**src/rtl/traffic_phase_arbiter.sv**
```systemverilog
// Actuated NS/EW/pedestrian intersection controller with min/max green, yellow and all-red timing.
// Optional PED_COUNTDOWN_EN adds a ped_count walk-countdown output.
module traffic_phase_arbiter #(
  parameter int unsigned MIN_GREEN    = 10,
  parameter int unsigned MAX_GREEN    = 30,
  parameter int unsigned YELLOW_TIME  = 5,
  parameter int unsigned ALL_RED_TIME = 2,
  parameter int unsigned WALK_TIME    = 8,
  parameter int unsigned TW           = 6
) (
  input  logic          clk,
  input  logic          reset,
  input  logic          ns_req,
  input  logic          ew_req,
  input  logic          ped_req,
  output logic          ns_red,
  output logic          ns_yellow,
  output logic          ns_green,
  output logic          ew_red,
  output logic          ew_yellow,
  output logic          ew_green,
  output logic          walk,
  output logic [2:0]    phase,
  output logic          ped_pending
`ifdef PED_COUNTDOWN_EN
  ,
  output logic [TW-1:0] ped_count
`endif
);

  typedef enum logic [2:0] {
    StNsGreen  = 3'd0,
    StNsYellow = 3'd1,
    StAllRed1  = 3'd2,
    StEwGreen  = 3'd3,
    StEwYellow = 3'd4,
    StAllRed2  = 3'd5,
    StPedWalk  = 3'd6
  } state_e;

  localparam logic          DirNs      = 1'b0;
  localparam logic          DirEw      = 1'b1;
  localparam logic [TW-1:0] MinGreenM1 = TW'(MIN_GREEN - 1);
  localparam logic [TW-1:0] MaxGreenM1 = TW'(MAX_GREEN - 1);
  localparam logic [TW-1:0] YellowM1   = TW'(YELLOW_TIME - 1);
  localparam logic [TW-1:0] AllRedM1   = TW'(ALL_RED_TIME - 1);
  localparam logic [TW-1:0] WalkM1     = TW'(WALK_TIME - 1);

  state_e        state_q, state_d;
  logic [TW-1:0] timer_q, timer_d;
  logic          ped_q, ped_d;
  logic          dir_q, dir_d;
  logic          in_green;

  always_ff @(posedge clk) begin
    if (!reset) begin
      state_q <= StNsGreen;
      timer_q <= '0;
      ped_q   <= 1'b0;
      dir_q   <= DirEw;
    end else begin
      state_q <= state_d;
      timer_q <= timer_d;
      ped_q   <= ped_d;
      dir_q   <= dir_d;
    end
  end

  always_comb begin
    state_d  = state_q;
    dir_d    = dir_q;
    in_green = (state_q == StNsGreen) || (state_q == StEwGreen);
    case (state_q)
      StNsGreen: begin
        if ((timer_q >= MinGreenM1) && (ew_req || ped_q) &&
            (!ns_req || (timer_q == MaxGreenM1))) begin
          state_d = StNsYellow;
        end
      end
      StNsYellow: if (timer_q == YellowM1) state_d = StAllRed1;
      StAllRed1: begin
        if (timer_q == AllRedM1) begin
          if (ped_q) begin
            state_d = StPedWalk;
            dir_d   = DirEw;
          end else begin
            state_d = StEwGreen;
          end
        end
      end
      StEwGreen: begin
        if ((timer_q >= MinGreenM1) && (ns_req || ped_q) &&
            (!ew_req || (timer_q == MaxGreenM1))) begin
          state_d = StEwYellow;
        end
      end
      StEwYellow: if (timer_q == YellowM1) state_d = StAllRed2;
      StAllRed2: begin
        if (timer_q == AllRedM1) begin
          if (ped_q) begin
            state_d = StPedWalk;
            dir_d   = DirNs;
          end else begin
            state_d = StNsGreen;
          end
        end
      end
      StPedWalk: begin
        if (timer_q == WalkM1) state_d = (dir_q == DirEw) ? StEwGreen : StNsGreen;
      end
      default: state_d = StNsGreen;
    endcase

    // Green timers hold at MAX_GREEN-1 so a late competing request still sees the max-out condition.
    if (state_d != state_q) begin
      timer_d = '0;
    end else if (in_green && (timer_q == MaxGreenM1)) begin
      timer_d = timer_q;
    end else begin
      timer_d = timer_q + 1'b1;
    end

    ped_d = ped_q;
    if ((state_d == StPedWalk) && (state_q != StPedWalk)) begin
      ped_d = 1'b0;
    end else if (ped_req && (state_q != StPedWalk)) begin
      ped_d = 1'b1;
    end
  end

  always_comb begin
    ns_red    = 1'b1;
    ns_yellow = 1'b0;
    ns_green  = 1'b0;
    ew_red    = 1'b1;
    ew_yellow = 1'b0;
    ew_green  = 1'b0;
    walk      = 1'b0;
    case (state_q)
      StNsGreen: begin
        ns_red   = 1'b0;
        ns_green = 1'b1;
      end
      StNsYellow: begin
        ns_red    = 1'b0;
        ns_yellow = 1'b1;
      end
      StEwGreen: begin
        ew_red   = 1'b0;
        ew_green = 1'b1;
      end
      StEwYellow: begin
        ew_red    = 1'b0;
        ew_yellow = 1'b1;
      end
      StPedWalk: walk = 1'b1;
      default: ;
    endcase
  end

  assign phase       = state_q;
  assign ped_pending = ped_q;

`ifdef PED_COUNTDOWN_EN
  assign ped_count = (state_q == StPedWalk) ? (WalkM1 - timer_q) : '0;
`endif

endmodule

```
**config.mk**
```make
export PLATFORM = sky130hd
export DESIGN_NAME = traffic_phase_arbiter
export DESIGN_NICKNAME = d
export VERILOG_FILES = /design/src/rtl/traffic_phase_arbiter.sv
export SDC_FILE = /design/constraint.sdc
export NUM_CORES = 1
export LEC_CHECK = 0
export ABC_CLOCK_PERIOD_IN_PS = 3500
export BUFFER_PORTS_ARGS = -buffer_cell sky130_fd_sc_hd__buf_2
export CAP_MARGIN = 20
export CORE_MARGIN = 3
export CORE_UTILIZATION = 35
export DETAILED_ROUTE_END_ITERATION = 7
export SLEW_MARGIN = 20
export SYNTH_ARGS = -nofsm -noshare
export SYNTH_HDL_FRONTEND = slang
export SYNTH_SLANG_ARGS = --single-unit
```
**constraint.sdc**
```tcl
create_clock -name clk -period 3.5 [get_ports clk]
set_input_delay 0.525 -clock clk [delete_from_list [all_inputs] [get_ports clk]]
set_output_delay 0.525 -clock clk [all_outputs]
set_load 0.02 [all_outputs]
```
# After elaboration in Yosys (flattened, before gate mapping)
# Cells that the tools add are included.
op_classes:
  order_cmp: 1
  mux: 23
  bitwise: 1
  eq_ne: 17
  n_reduce_logical: 21
  add_sub_neg: 1
ops:
  columns: ["operator", "n"]
  rows:
  - ["$mux W3", 9]
  - ["$pmux W3 S7", 1]
  - ["$eq A3 B3 Y1 const B", 4]
  - ["$eq A6 B3 Y1 const B", 2]
  - ["$mux W1", 11]
  - ["$ne A2 B2 Y1 const B", 4]
  - ["$reduce_or A2 Y1", 4]
  - ["$logic_and A1 B1 Y1", 7]
  - ["$add A6 B1 Y6 const B", 1]
  - ["$eq A3 B2 Y1 const B", 2]
  - ["$eq A6 B1 Y1 const B", 1]
  - ["$eq A6 B5 Y1 const B", 1]
  - ["$ge A6 B4 Y1 const B", 1]
  - ["$logic_or A1 B1 Y1", 5]
  - ["$reduce_and A5 Y1", 1]
  - ["$eq A3 B1 Y1 const B", 1]
  - ["$logic_not A3 Y1", 1]
  - ["$ne A3 B3 Y1", 1]
  - ["$ne A3 B3 Y1 const B", 1]
  - ["$logic_not A1 Y1", 2]
  - ["$mux W2", 1]
  - ["$pmux W1 S2", 1]
  - ["$reduce_bool A2 Y1", 1]
  - ["$not A1 Y1", 1]
totals:
  inputBits: 5
  wordCells: 68
  out_inout_bits: 11
  register_bits: 11

# Longest topological paths before layout
# Gate-level depths: netlist of the first run.
logic_depth:
  word_depth: 8
  ltp_mapped: 7
  mapped_depth_nobuf: 7

# Worst setup path before layout of the first run
# Ideal clock, no wire load.
synth_path:
  path_kind: "reg2reg"
  startpoint: "register timer_q[1]"
  endpoint: "register timer_q[5]"
  setup_ns: 0.117
  required_time_ns: 3.383
  arrival_ns: 1.996
  path_stages_with_launch: 8
  synth_period_minus_slack_ns: 2.114
  slack_ns: 1.386
  path_buffers: 0
  path_cell_list: "dfxtp_1 > inv_1 > ha_1 > or3b_4 > o31a_2 > a21boi_0 > nor4_4 > a32o_1"
synth_between:
  elab_chain_cells: 7
  word_cells_on_any_way: 23
  classes_between: "1 x add/sub; 1 x order compare; 5 x eq/ne; 8 x mux; 8 x reduce/logical"
synth_rtl:
  columns: ["element", "line", "text"]
  rows:
  - ["start: declaration", "50", "logic [TW-1:0] timer_q, timer_d;"]
  - ["start signal: assignment", "63", "timer_q <= timer_d;"]
  - ["$ge A6 B4 Y1 or $eq A6 B5 Y1 (tied branches)", null, null]
  - ["$logic_and A1 B1 Y1 (tied with other cells)", "92", "if ((timer_q >= MinGreenM1) && (ns_req || ped_q) &&"]
  - ["$logic_and A1 B1 Y1, on equally long branches", "92, 75", null]
  - ["$mux W3, on equally long branches", "92, 75", null]
  - ["$pmux W3 S7", "73", "case (state_q)"]
  - ["$ne A3 B3 Y1", "115", "if (state_d != state_q) begin"]
  - ["$reduce_or A2 Y1 (no line)", null, null]
# Parallel ways exist; a longest one is shown, timed or not.
# A chain may end at the register's enable or synchronous reset.

# Final worst setup path of the first run
layout_path:
  startpoint: "register timer_q[1]"
  endpoint: "register timer_q[0]"
# Same word-level chain as after synthesis.

==> results of run 1 <==
[per-layer routing]
| metal | wire length (um) | vias to the layer above |
|---|---|---|
| li1 | - | 472 |
| met1 | 1140 | 469 |
| met2 | 1070 | 28 |
| met3 | 181 | 2 |
| met4 | 13 | 0 |
| met5 | 0 | - |
[layout make-up]
| type | count | area [um^2] |
|---|---|---|
| fill | 278 | 1720 |
| multi-input combinational | 97 | 702 |
| sequential | 11 | 220 |
| timing repair buffer | 15 | 75.1 |
| tap | 31 | 38.8 |
| clock buffer | 4 | 26.3 |
| inverter | 6 | 22.5 |
[cell families after synthesis]
family,after synthesis,synth area share
muxes,5,0.0489
xor gates and xnor gates,2,0.0167
adders and majority gates,4,0.0477
AOI/OAI and AO/OA,32,0.243
buffers and inverters,15,0.121
DFF,11,0.210
and+or+nand+nor,54,0.313
[cell usage after synthesis (2+ instances only)]
| cell type | n | area share |
|---|---|---|
| sky130_fd_sc_hd__nor2_1 | 10 | 0.036 |
| sky130_fd_sc_hd__nand3_1 | 10 | 0.048 |
| sky130_fd_sc_hd__mux2i_1 | 4 | 0.038 |
| sky130_fd_sc_hd__a31oi_1 | 5 | 0.030 |
| sky130_fd_sc_hd__o21ai_0 | 5 | 0.024 |
| sky130_fd_sc_hd__and2_1 | 2 | 0.012 |
| sky130_fd_sc_hd__nand4_1 | 5 | 0.030 |
| sky130_fd_sc_hd__nand2_1 | 8 | 0.029 |
| sky130_fd_sc_hd__nor3_1 | 2 | 0.0095 |
| sky130_fd_sc_hd__dfxtp_1 | 11 | 0.21 |
| sky130_fd_sc_hd__a21oi_1 | 6 | 0.029 |
| sky130_fd_sc_hd__and3_1 | 3 | 0.018 |
| sky130_fd_sc_hd__clkbuf_8 | 5 | 0.066 |
| sky130_fd_sc_hd__nor2b_1 | 4 | 0.024 |
| sky130_fd_sc_hd__buf_6 | 2 | 0.021 |
| sky130_fd_sc_hd__inv_1 | 6 | 0.021 |
| sky130_fd_sc_hd__a21boi_0 | 2 | 0.014 |
| sky130_fd_sc_hd__ha_1 | 4 | 0.048 |
[per-stage QoR]
step / power, mW / area [um^2] / util
after CTS: 0.449 / 1080 / 0.387
final: 0.448 / 1080 / 0.387
after floorplan: 0.335 / 1050 / -
after global placement: 0.354 / 1060 / 0.377
after detailed placement: 0.356 / 1060 / 0.377
after global routing: 0.485 / 1080 / 0.387
[power by group through the flow]
| stage | clock (mW) | sequential [mW] | combinational [mW] |
|---|---|---|---|
| final | 0.0919 | 0.167 | 0.188 |
| after global routing | 0.102 | 0.173 | 0.211 |
| after CTS | 0.0943 | 0.167 | 0.187 |
| after detailed placement | 0 | 0.170 | 0.186 |
| after global placement | 0 | 0.169 | 0.184 |
| after floorplan | 0 | 0.158 | 0.176 |
[worst max-delay path, delay by kind of cell, from the launching register on]
family | cells | cell delay [ns]
AND/OR/NAND/NOR | 2 | 0.97
flip-flops | 1 | 0.39
AO/OA/AOI/OAI | 2 | 0.31
adder cells (fa/ha/maj) | 1 | 0.25
multiplexers | 1 | 0.24
buffers and inverters | 1 | 0.10
[path summary, 6_finish.rpt]
| check | start | end | slack, ns |
|---|---|---|---|
| setup / recovery | timer_q[1] | timer_q[0] | 1.17 |
| hold / removal | reset | dir_q | 0.45 |
| setup reg to reg | timer_q[1] | timer_q[0] | 1.17 |
| hold reg to reg | dir_q | dir_q | 0.58 |
[flip-flops by register name, summed over array words and instances (netlist names)]
name	cells
phase	3
timer_q	6
ped_pending	1
dir_q	1
==> run_summary.xml, run 1 <==
<?xml version="1.0" encoding="UTF-8"?>
<metrics>
  <group name="routing">
    <metric name="detailed_routing_iteration_count_for_the_pre_antenna_repair_pass" unit="">6</metric>
    <metric name="remaining_drc_errors" unit="">0</metric>
    <metric name="via_count" unit="">971</metric>
    <metric name="post_drt_via_cell_ratio" unit="">5.92</metric>
    <metric name="routedWlPerCell" unit="um">14.6</metric>
    <metric name="drt_wl_total" unit="um">2400</metric>
    <metric name="ant_nets" unit="">0</metric>
    <metric name="dr.first_iter.drc_count" unit="">79</metric>
  </group>
  <group name="power_and_ir_drop">
    <metric name="logic_pwr_share" unit="">0.421</metric>
    <metric name="sequentialPowerShare" unit="">0.374</metric>
    <metric name="netSwitchingPower" unit="mW">0.183</metric>
    <metric name="intPower" unit="mW">0.264</metric>
    <metric name="ir_worst_vdd" unit="mV">0.192</metric>
    <metric name="power.share.switching" unit="">0.410</metric>
    <metric name="power_per_cell_area" unit="nW/um^2">413</metric>
    <metric name="power.static_leakage" unit="nW">0.470</metric>
    <metric name="clock_power_share" unit="">0.205</metric>
  </group>
  <group name="synthesis">
    <metric name="synth-seq-area-share" unit="">0.210</metric>
    <metric name="synth_area_per_cell" unit="um^2">8.52</metric>
    <metric name="syn_nets" unit="">132</metric>
    <metric name="ys_ff_latch" unit="">11</metric>
    <metric name="synthesis.yosys.warnings" unit="">0</metric>
    <metric name="netlist-cell-type-count" unit="">47</metric>
    <metric name="postSynth.topFlopCell" unit="">sky130_fd_sc_hd__dfxtp_1</metric>
    <metric name="asyncSetResetFlopFracSynth" unit="">0</metric>
    <metric name="post_synth_inst_count" unit="">123</metric>
    <metric name="synth.cell_area" unit="um^2">1050</metric>
    <metric name="synth_enable_flop_cells" unit="">0</metric>
  </group>
  <group name="floorplan">
    <metric name="die_height" unit="um">60.7</metric>
    <metric name="row_count" unit="">19</metric>
    <metric name="core_area" unit="um^2">2810</metric>
    <metric name="start_util" unit="">0.374</metric>
    <metric name="ioPinCount" unit="">16</metric>
    <metric name="dieArea" unit="um^2">3690</metric>
    <metric name="die-width" unit="um">60.7</metric>
  </group>
  <group name="finish">
    <metric name="layoutNonFillerInstCount" unit="">164</metric>
    <metric name="most-common-layout-cells" unit="">15 x sky130_fd_sc_hd__buf_2, 11 x sky130_fd_sc_hd__dfxtp_1, 10 x sky130_fd_sc_hd__nor2_1, 10 x sky130_fd_sc_hd__nand3_1, 8 x sky130_fd_sc_hd__nand2_1</metric>
    <metric name="fin_nets" unit="">143</metric>
    <metric name="num_antenna_cells" unit="">0</metric>
    <metric name="drive_above_1_share" unit="">0.233</metric>
    <metric name="area.growth.synth_to_final" unit="%">3.46</metric>
    <metric name="final_common_cell" unit="">sky130_fd_sc_hd__buf_2</metric>
  </group>
  <group name="placement">
    <metric name="place.gp.congestion" unit="">0.841</metric>
    <metric name="placed_cells_incl_taps" unit="">160</metric>
    <metric name="dp_hpwl" unit="um">1720</metric>
    <metric name="placement.io_buffers" unit="">15</metric>
    <metric name="place_ws" unit="ns">1.16</metric>
  </group>
  <group name="global_route">
    <metric name="pin_count_of_the_biggest_net_entering_global_routing" unit="">18</metric>
    <metric name="overflow" unit="">0</metric>
    <metric name="grt_util_met3" unit="">0.0447</metric>
    <metric name="grt.busiest_layer" unit="">met1</metric>
    <metric name="grtUsageMet1" unit="">0.214</metric>
    <metric name="antenna_found_initial" unit="">0</metric>
    <metric name="use_met2" unit="">0.197</metric>
    <metric name="grt_util_all_layers" unit="">0.142</metric>
    <metric name="first_global_vias" unit="">827</metric>
    <metric name="grt_first_pass_wirelength" unit="um">3910</metric>
  </group>
  <group name="job">
    <metric name="max-cap-violations" unit="">0</metric>
  </group>
  <group name="sta">
    <metric name="fin_tns_setup" unit="ns">0</metric>
    <metric name="report.final.setup_viol" unit="">0</metric>
    <metric name="timing.final.hold_violations" unit="">0</metric>
    <metric name="slew-limit-headroom" unit="">0.567</metric>
    <metric name="rsz_0062_raised_after_global_routing" unit="">false</metric>
    <metric name="report.final.slew_viol_count" unit="">0</metric>
    <metric name="post-route-period-util" unit="">0.666</metric>
    <metric name="fmax" unit="MHz">429</metric>
    <metric name="finalCriticalPeriod" unit="ns">2.33</metric>
    <metric name="fin_worst_hold_slack" unit="ns">0.449</metric>
    <metric name="fin_ws" unit="ns">1.17</metric>
    <metric name="worst-slew-pin-transition" unit="ns">0.650</metric>
    <metric name="worst_clock_skew" unit="ns">0.00650</metric>
  </group>
  <group name="worst_setup_path">
    <metric name="reg2regPathDepth" unit="">7</metric>
    <metric name="crit_path_max_incr_delay" unit="ns">0.57</metric>
    <metric name="worst_path_cell_chain" unit="">inv_1 &gt; ha_1 &gt; or3b_4 &gt; a211oi_2 &gt; a211oi_1 &gt; nor4_4 &gt; mux2i_1</metric>
    <metric name="worst-endpoint-arrival" unit="ns">2.53</metric>
    <metric name="critical_path.startpoint_type" unit="">flop</metric>
    <metric name="worst_ep_required_time" unit="ns">3.70</metric>
    <metric name="critical_path_class" unit="">reg -&gt; reg</metric>
    <metric name="critical_path.slowest_cell" unit="">sky130_fd_sc_hd__nor4_4</metric>
    <metric name="critical_path_peak_fanout" unit="">7</metric>
    <metric name="cp-end-kind" unit="">flop</metric>
  </group>
  <group name="clocking">
    <metric name="cts-buffers-inserted" unit="">3</metric>
    <metric name="clock_insertion_delay_worst_skew" unit="ns">0.28</metric>
    <metric name="clockRootBuffer" unit="">sky130_fd_sc_hd__clkbuf_4</metric>
    <metric name="cts.repair_timing.setup_buffer_count" unit="">0</metric>
    <metric name="cts-resized-gates" unit="">0</metric>
    <metric name="cts-htree-levels" unit="">1</metric>
    <metric name="cts-root-to-sink-buffers" unit="">2</metric>
    <metric name="numClockSinks" unit="">11</metric>
    <metric name="clk_transition_reported_paths" unit="ns">0.08</metric>
    <metric name="hold_buf_count_cts" unit="">0</metric>
    <metric name="tritoncts" unit="">yes</metric>
  </group>
  <group name="worst_hold_path">
    <metric name="timing.hold.worst_path_depth" unit="">2</metric>
    <metric name="holdCritPathClass" unit="">in -&gt; reg</metric>
  </group>
  <group name="outcome">
    <metric name="result_of_the_run" unit="">complete, no violations</metric>
  </group>
</metrics>
Power figures use the tool's default switching activity.
==> inputs of run 2 (changes only) <==
Settings changed: ABC_AREA from default to 1, ABC_CLOCK_PERIOD_IN_PS 3500 to 2250.
Clock period 3.5 ns to 2.25 ns, I/O delays scaled along.
==> run_summary.xml, run 2 <==
<?xml version="1.0" encoding="UTF-8"?>
<metrics>
  <group name="outcome">
    <metric name="result_of_the_run" unit="">complete, no violations</metric>
  </group>
  <group name="finish">
    <metric name="layout.filler_cells" unit="">243</metric>
    <metric name="final_common_cell" unit="">sky130_fd_sc_hd__nand2_1</metric>
    <metric name="largest_register_ffs" unit="">6</metric>
    <metric name="area.growth.synth_to_final" unit="%">13.4</metric>
    <metric name="num_antenna_cells" unit="">0</metric>
    <metric name="layoutNonFillerInstCount" unit="">176</metric>
    <metric name="registers.top_by_ff_count" unit="">timer_q</metric>
    <metric name="fin_nets" unit="">158</metric>
    <metric name="drive_above_1_share" unit="">0.345</metric>
    <metric name="most-common-layout-cells" unit="">22 x sky130_fd_sc_hd__nand2_1, 15 x sky130_fd_sc_hd__buf_2, 12 x sky130_fd_sc_hd__inv_1</metric>
  </group>
  <group name="synthesis">
    <metric name="synth_enable_flop_cells" unit="">0</metric>
    <metric name="synth-seq-area-share" unit="">0.251</metric>
    <metric name="postSynth.topFlopCell" unit="">sky130_fd_sc_hd__dfxtp_1</metric>
    <metric name="most_common_cell_in_the_netlist" unit="">sky130_fd_sc_hd__nand2_1</metric>
    <metric name="netlist-cell-type-count" unit="">26</metric>
    <metric name="synth_area_per_cell" unit="um^2">6.69</metric>
    <metric name="synth_top_cells_by_area" unit="">sky130_fd_sc_hd__dfxtp_1 25%, sky130_fd_sc_hd__nand2_1 9.4%, sky130_fd_sc_hd__nor2_2 7.9%</metric>
    <metric name="ys_ff_latch" unit="">11</metric>
    <metric name="post-synth-top-area-fraction" unit="">0.251</metric>
    <metric name="post_synth_inst_count" unit="">131</metric>
    <metric name="synth.cells.most_frequent" unit="">22 x sky130_fd_sc_hd__nand2_1, 12 x sky130_fd_sc_hd__inv_1</metric>
    <metric name="synthesis.yosys.warnings" unit="">0</metric>
    <metric name="asyncSetResetFlopFracSynth" unit="">0</metric>
    <metric name="synth.cell_area" unit="um^2">876</metric>
    <metric name="syn_nets" unit="">140</metric>
    <metric name="synthDominantAreaCellType" unit="">sky130_fd_sc_hd__dfxtp_1</metric>
  </group>
  <group name="global_route">
    <metric name="grt_util_all_layers" unit="">0.124</metric>
    <metric name="first_global_vias" unit="">769</metric>
    <metric name="grt_first_pass_wirelength" unit="um">3310</metric>
    <metric name="pin_count_of_the_biggest_net_entering_global_routing" unit="">10</metric>
    <metric name="overflow" unit="">0</metric>
    <metric name="antenna_found_initial" unit="">0</metric>
  </group>
  <group name="sta">
    <metric name="report.final.slew_viol_count" unit="">0</metric>
    <metric name="report.final.setup_viol" unit="">0</metric>
    <metric name="rsz_0062_raised_after_global_routing" unit="">false</metric>
    <metric name="fmax" unit="MHz">590</metric>
    <metric name="worst-slew-pin-transition" unit="ns">0.321</metric>
    <metric name="slew-limit-headroom" unit="">0.785</metric>
    <metric name="timing.final.hold_violations" unit="">0</metric>
    <metric name="finalCriticalPeriod" unit="ns">1.69</metric>
    <metric name="fin_tns_setup" unit="ns">0</metric>
    <metric name="worst_clock_skew" unit="ns">0.00869</metric>
    <metric name="post-route-period-util" unit="">0.753</metric>
    <metric name="fin_ws" unit="ns">0.555</metric>
  </group>
  <group name="routing">
    <metric name="drt_wl_total" unit="um">1900</metric>
    <metric name="dr.first_iter.drc_count" unit="">15</metric>
    <metric name="ant_nets" unit="">0</metric>
    <metric name="routedWlPerCell" unit="um">10.8</metric>
    <metric name="remaining_drc_errors" unit="">0</metric>
    <metric name="post_drt_via_cell_ratio" unit="">4.69</metric>
    <metric name="detailed_routing_iteration_count_for_the_pre_antenna_repair_pass" unit="">4</metric>
    <metric name="via_count" unit="">825</metric>
  </group>
  <group name="clocking">
    <metric name="hold_buf_count_cts" unit="">0</metric>
    <metric name="tritoncts" unit="">yes</metric>
    <metric name="clock_insertion_delay_worst_skew" unit="ns">0.27</metric>
    <metric name="cts-buffers-inserted" unit="">3</metric>
    <metric name="cts-resized-gates" unit="">0</metric>
    <metric name="cts.repair_timing.setup_buffer_count" unit="">0</metric>
    <metric name="numClockSinks" unit="">11</metric>
    <metric name="clockRootBuffer" unit="">sky130_fd_sc_hd__clkbuf_4</metric>
    <metric name="cts-root-to-sink-buffers" unit="">2</metric>
    <metric name="cts-htree-levels" unit="">1</metric>
    <metric name="clk_transition_reported_paths" unit="ns">0.08</metric>
  </group>
  <group name="worst_setup_path">
    <metric name="critical_path.startpoint_type" unit="">flop</metric>
    <metric name="critical_path_class" unit="">reg -&gt; reg</metric>
    <metric name="cp-end-kind" unit="">flop</metric>
    <metric name="worst-endpoint-arrival" unit="ns">1.86</metric>
    <metric name="worst_ep_required_time" unit="ns">2.41</metric>
    <metric name="critical_path_peak_fanout" unit="">6</metric>
  </group>
  <group name="placement">
    <metric name="place.gp.congestion" unit="">0.890</metric>
    <metric name="placement.io_buffers" unit="">15</metric>
    <metric name="placed_cells_incl_taps" unit="">172</metric>
    <metric name="dp_hpwl" unit="um">1520</metric>
    <metric name="place_ws" unit="ns">0.573</metric>
  </group>
  <group name="power_and_ir_drop">
    <metric name="power.share.switching" unit="">0.410</metric>
    <metric name="power_per_cell_area" unit="nW/um^2">664</metric>
    <metric name="clock_power_share" unit="">0.208</metric>
    <metric name="logic_pwr_share" unit="">0.408</metric>
    <metric name="power.static_leakage" unit="nW">0.505</metric>
    <metric name="intPower" unit="mW">0.389</metric>
    <metric name="netSwitchingPower" unit="mW">0.271</metric>
    <metric name="report.power.total" unit="mW">0.660</metric>
    <metric name="ir_worst_vdd" unit="mV">0.375</metric>
    <metric name="sequentialPowerShare" unit="">0.384</metric>
  </group>
  <group name="worst_hold_path">
    <metric name="holdCritPathClass" unit="">in -&gt; reg</metric>
  </group>
  <group name="floorplan">
    <metric name="core_area" unit="um^2">2300</metric>
    <metric name="start_util" unit="">0.381</metric>
    <metric name="ioPinCount" unit="">16</metric>
    <metric name="die_height" unit="um">56.0</metric>
    <metric name="row_count" unit="">17</metric>
    <metric name="dieArea" unit="um^2">3140</metric>
    <metric name="die-width" unit="um">56.0</metric>
  </group>
  <group name="job">
    <metric name="max-cap-violations" unit="">0</metric>
  </group>
</metrics>
## run 2: worst max-delay path, cell delays in order, from the launching register on
cell                      delay, ns
sky130_fd_sc_hd__dfxtp_1       0.42
sky130_fd_sc_hd__ha_1          0.24
sky130_fd_sc_hd__nand3_1       0.13
sky130_fd_sc_hd__o21ai_1       0.18
sky130_fd_sc_hd__nand4_1       0.16
sky130_fd_sc_hd__nand2_1       0.13
sky130_fd_sc_hd__nand2_1       0.07
sky130_fd_sc_hd__nand2_2       0.08
sky130_fd_sc_hd__nor2_4        0.04
sky130_fd_sc_hd__nand2_4       0.11
sky130_fd_sc_hd__nor2_2        0.04
## run 2: per-stage QoR
stage,instance area (um^2),hold WS [ns],util
3_5_place_dp,967,0.509,0.421
4_1_cts,993,0.293,0.432
2_1_floorplan,876,0.436,-
5_1_grt,993,0.295,0.432
6_report,993,0.298,0.432
3_3_place_gp,967,0.494,0.421
## run 2: path summary, 6_finish.rpt
kind | from | endpoint | slack [ns] | cells after the start
worst min register to register | dir_q | dir_q | 0.52 | 2
worst max-delay path | timer_q[0] | timer_q[2] | 0.56 | 10
worst max register to register | timer_q[0] | timer_q[2] | 0.56 | 10
worst min-delay path | reset | dir_q | 0.30 | 2
## run 2: metal layers
layer / track usage / routed length [um] / up-vias
met5: 0 / 0 / -
met4: 0.0339 / 6 / 0
met1: 0.169 / 963 / 359
met2: 0.192 / 831 / 20
li1: - / - / 444
met3: 0.0325 / 102 / 2
## run 2: layout make-up
class,instances,area (um^2),area share
Clock buffer,4,26.3,0.0264
Timing Repair Buffer,15,75.1,0.0756
Multi-Input combinational cell,96,554,0.558
Sequential cell,11,220,0.222
Inverter,22,82.6,0.0831
Tap cell,28,35.0,0.0353
## run 2: power groups by stage
stage                     Sequential (mW)  Combinational (mW)  Clock (mW)
after floorplan                     0.248               0.231           0
after global placement              0.257               0.265           0
after detailed placement            0.257               0.270           0
after CTS                           0.252               0.272       0.141
after global routing                0.258               0.307       0.150
final                               0.253               0.269       0.137
## run 2: logic make-up (layout without fill, tap and decap cells)
| group | after synthesis | in the layout | synth area share |
|---|---|---|---|
| XOR/XNOR | 5 | 5 | 0.0500 |
| buffers and inverters | 24 | 41 | 0.116 |
| AO/OA/AOI/OAI | 12 | 12 | 0.0714 |
| adder cells (fa/ha/maj) | 4 | 4 | 0.0571 |
| flip-flops | 11 | 11 | 0.251 |
| AND/OR/NAND/NOR | 75 | 75 | 0.454 |
==> inputs of run 3 (changes only) <==
Settings changed: ABC_CLOCK_PERIOD_IN_PS 2250 to 1400.
Clock period 2.25 ns to 1.4 ns, I/O delays scaled along.
==> run_summary.xml, run 3 (synthesized netlist as in run 2, its figures left out) <==
<?xml version="1.0" encoding="UTF-8"?>
<metrics>
  <group name="outcome">
    <metric name="result_of_the_run" unit="">finished, violations left</metric>
    <metric name="failed_checks" unit="">negative setup slack</metric>
  </group>
  <group name="routing">
    <metric name="dr.first_iter.drc_count" unit="">22</metric>
    <metric name="drt_wl_total" unit="um">2320</metric>
    <metric name="post_drt_via_cell_ratio" unit="">4.65</metric>
    <metric name="ant_nets" unit="">0</metric>
    <metric name="detailed_routing_iteration_count_for_the_pre_antenna_repair_pass" unit="">4</metric>
    <metric name="routedWlPerCell" unit="um">11.6</metric>
    <metric name="remaining_drc_errors" unit="">0</metric>
    <metric name="via_count" unit="">930</metric>
  </group>
  <group name="power_and_ir_drop">
    <metric name="power.static_leakage" unit="nW">0.642</metric>
    <metric name="power_per_cell_area" unit="nW/um^2">992</metric>
    <metric name="ir_worst_vdd" unit="mV">0.657</metric>
  </group>
  <group name="finish">
    <metric name="final_common_cell" unit="">sky130_fd_sc_hd__buf_4</metric>
    <metric name="post-route-util" unit="">0.586</metric>
    <metric name="num_antenna_cells" unit="">0</metric>
    <metric name="drive_above_1_share" unit="">0.576</metric>
    <metric name="area.growth.synth_to_final" unit="%">53.7</metric>
    <metric name="largest_register_ffs" unit="">6</metric>
    <metric name="design_area" unit="um^2">1350</metric>
    <metric name="fin_nets" unit="">182</metric>
    <metric name="registers.top_by_ff_count" unit="">timer_q</metric>
    <metric name="layoutNonFillerInstCount" unit="">200</metric>
    <metric name="most-common-layout-cells" unit="">24 x sky130_fd_sc_hd__buf_4, 19 x sky130_fd_sc_hd__nand2_1, 10 x sky130_fd_sc_hd__nor2_2, 10 x sky130_fd_sc_hd__buf_2</metric>
  </group>
  <group name="floorplan">
    <metric name="start_util" unit="">0.381</metric>
    <metric name="die_height" unit="um">56.0</metric>
    <metric name="row_count" unit="">17</metric>
    <metric name="dieArea" unit="um^2">3140</metric>
    <metric name="ioPinCount" unit="">16</metric>
    <metric name="die-width" unit="um">56.0</metric>
    <metric name="core_area" unit="um^2">2300</metric>
  </group>
  <group name="worst_setup_path">
    <metric name="cp-end-kind" unit="">flop</metric>
    <metric name="worst_ep_required_time" unit="ns">1.57</metric>
    <metric name="worst-endpoint-arrival" unit="ns">1.76</metric>
    <metric name="critical_path.startpoint_type" unit="">flop</metric>
    <metric name="critical_path_class" unit="">reg -&gt; reg</metric>
    <metric name="r2r_setup_slack" unit="ns">-0.19</metric>
    <metric name="critical_path_peak_fanout" unit="">6</metric>
  </group>
  <group name="job">
    <metric name="max-cap-violations" unit="">0</metric>
  </group>
  <group name="sta">
    <metric name="timing.final.hold_violations" unit="">0</metric>
    <metric name="slew-limit-headroom" unit="">0.760</metric>
    <metric name="finalCriticalPeriod" unit="ns">1.59</metric>
    <metric name="report.final.slew_viol_count" unit="">0</metric>
    <metric name="fmax" unit="MHz">629</metric>
    <metric name="worst-slew-pin-transition" unit="ns">0.357</metric>
    <metric name="rsz_0062_raised_after_global_routing" unit="">true</metric>
    <metric name="fin_ws" unit="ns">-0.191</metric>
    <metric name="fin_worst_hold_slack" unit="ns">0.159</metric>
    <metric name="post-route-period-util" unit="">1.14</metric>
    <metric name="report.final.setup_viol" unit="">8</metric>
    <metric name="worst_clock_skew" unit="ns">0.00154</metric>
  </group>
  <group name="global_route">
    <metric name="overflow" unit="">0</metric>
    <metric name="pin_count_of_the_biggest_net_entering_global_routing" unit="">8</metric>
    <metric name="first_global_vias" unit="">810</metric>
    <metric name="grt_util_all_layers" unit="">0.149</metric>
    <metric name="grt_first_pass_wirelength" unit="um">3730</metric>
    <metric name="antenna_found_initial" unit="">0</metric>
  </group>
  <group name="clocking">
    <metric name="clk_transition_reported_paths" unit="ns">0.07</metric>
    <metric name="clockRootBuffer" unit="">sky130_fd_sc_hd__clkbuf_4</metric>
    <metric name="clock_insertion_delay_worst_skew" unit="ns">0.28</metric>
    <metric name="numClockSinks" unit="">11</metric>
    <metric name="tritoncts" unit="">yes</metric>
    <metric name="cts-htree-levels" unit="">1</metric>
    <metric name="cts-buffers-inserted" unit="">3</metric>
    <metric name="hold_buf_count_cts" unit="">0</metric>
    <metric name="cts-root-to-sink-buffers" unit="">2</metric>
  </group>
  <group name="placement">
    <metric name="dp_hpwl" unit="um">1780</metric>
    <metric name="place.gp.congestion" unit="">0.822</metric>
    <metric name="place_area" unit="um^2">1200</metric>
    <metric name="placement.io_buffers" unit="">15</metric>
    <metric name="placed_cells_incl_taps" unit="">192</metric>
    <metric name="place_ws" unit="ns">-0.216</metric>
  </group>
  <group name="worst_hold_path">
    <metric name="holdCritPathClass" unit="">in -&gt; reg</metric>
  </group>
</metrics>
[run 3: path summary, 6_finish.rpt]
check | from | depth (start not counted) | end
max | timer_q[1] | 13 | timer_q[1]
min | reset | 2 | dir_q
min reg2reg | dir_q | 2 | dir_q
max reg2reg | timer_q[1] | 13 | timer_q[1]
[run 3: where the power goes]
group / switching [mW] / internal (mW) / leakage [nW]
Clock: 0.113 / 0.111 / 0.0150
Combinational: 0.364 / 0.309 / 0.533
Sequential: 0.0725 / 0.365 / 0.0938
[run 3: repair_timing]
| item | CTS | global route |
|---|---|---|
| endpoints found under the hold margin | 0 | 0 |
| setup buffers | 1 | 4 |
| pin swaps | 8 | 17 |
| setup endpoints to repair | 7 | 14 |
| resized for setup | 2 | 26 |
[run 3: worst max-delay path, cell delays in order, from the launching register on]
cell and delay, ns:
sky130_fd_sc_hd__dfxtp_2 0.34, sky130_fd_sc_hd__inv_4 0.10, sky130_fd_sc_hd__ha_4 0.17, sky130_fd_sc_hd__nand3_4 0.08
sky130_fd_sc_hd__o21ai_2 0.14, sky130_fd_sc_hd__nand3_1 0.11, sky130_fd_sc_hd__nand2_2 0.08, sky130_fd_sc_hd__nand2_1 0.07
sky130_fd_sc_hd__inv_2 0.07, sky130_fd_sc_hd__nand2_1 0.05, sky130_fd_sc_hd__nand2_1 0.06, sky130_fd_sc_hd__nand2_2 0.07
sky130_fd_sc_hd__nand2_4 0.11, sky130_fd_sc_hd__nor2_2 0.04
[run 3: layout make-up]
class / instances / area, um^2
Multi-Input combinational cell: 96 / 667
Inverter: 22 / 92.6
Timing Repair Buffer: 39 / 287
Tap cell: 28 / 35.0
Sequential cell: 11 / 239
Clock buffer: 4 / 26.3
Fill cell: 216 / 951
[run 3: metrics by stage]
step | total power, mW | TNS [ns]
after CTS | 1.28 | -1.17
after global placement | 1.02 | -1.14
after floorplan | 0.872 | -0.270
after global routing | 1.45 | -2.08
final | 1.33 | -1.22
after detailed placement | 1.03 | -1.26
[run 3: metal layers]
metal	global-route usage	part of all wire	vias to the layer above
met5	0	0	-
met3	0.0278	0.034	5
met1	0.217	0.50	415
met4	0.0610	0.019	0
met2	0.212	0.45	17
li1	-	-	493
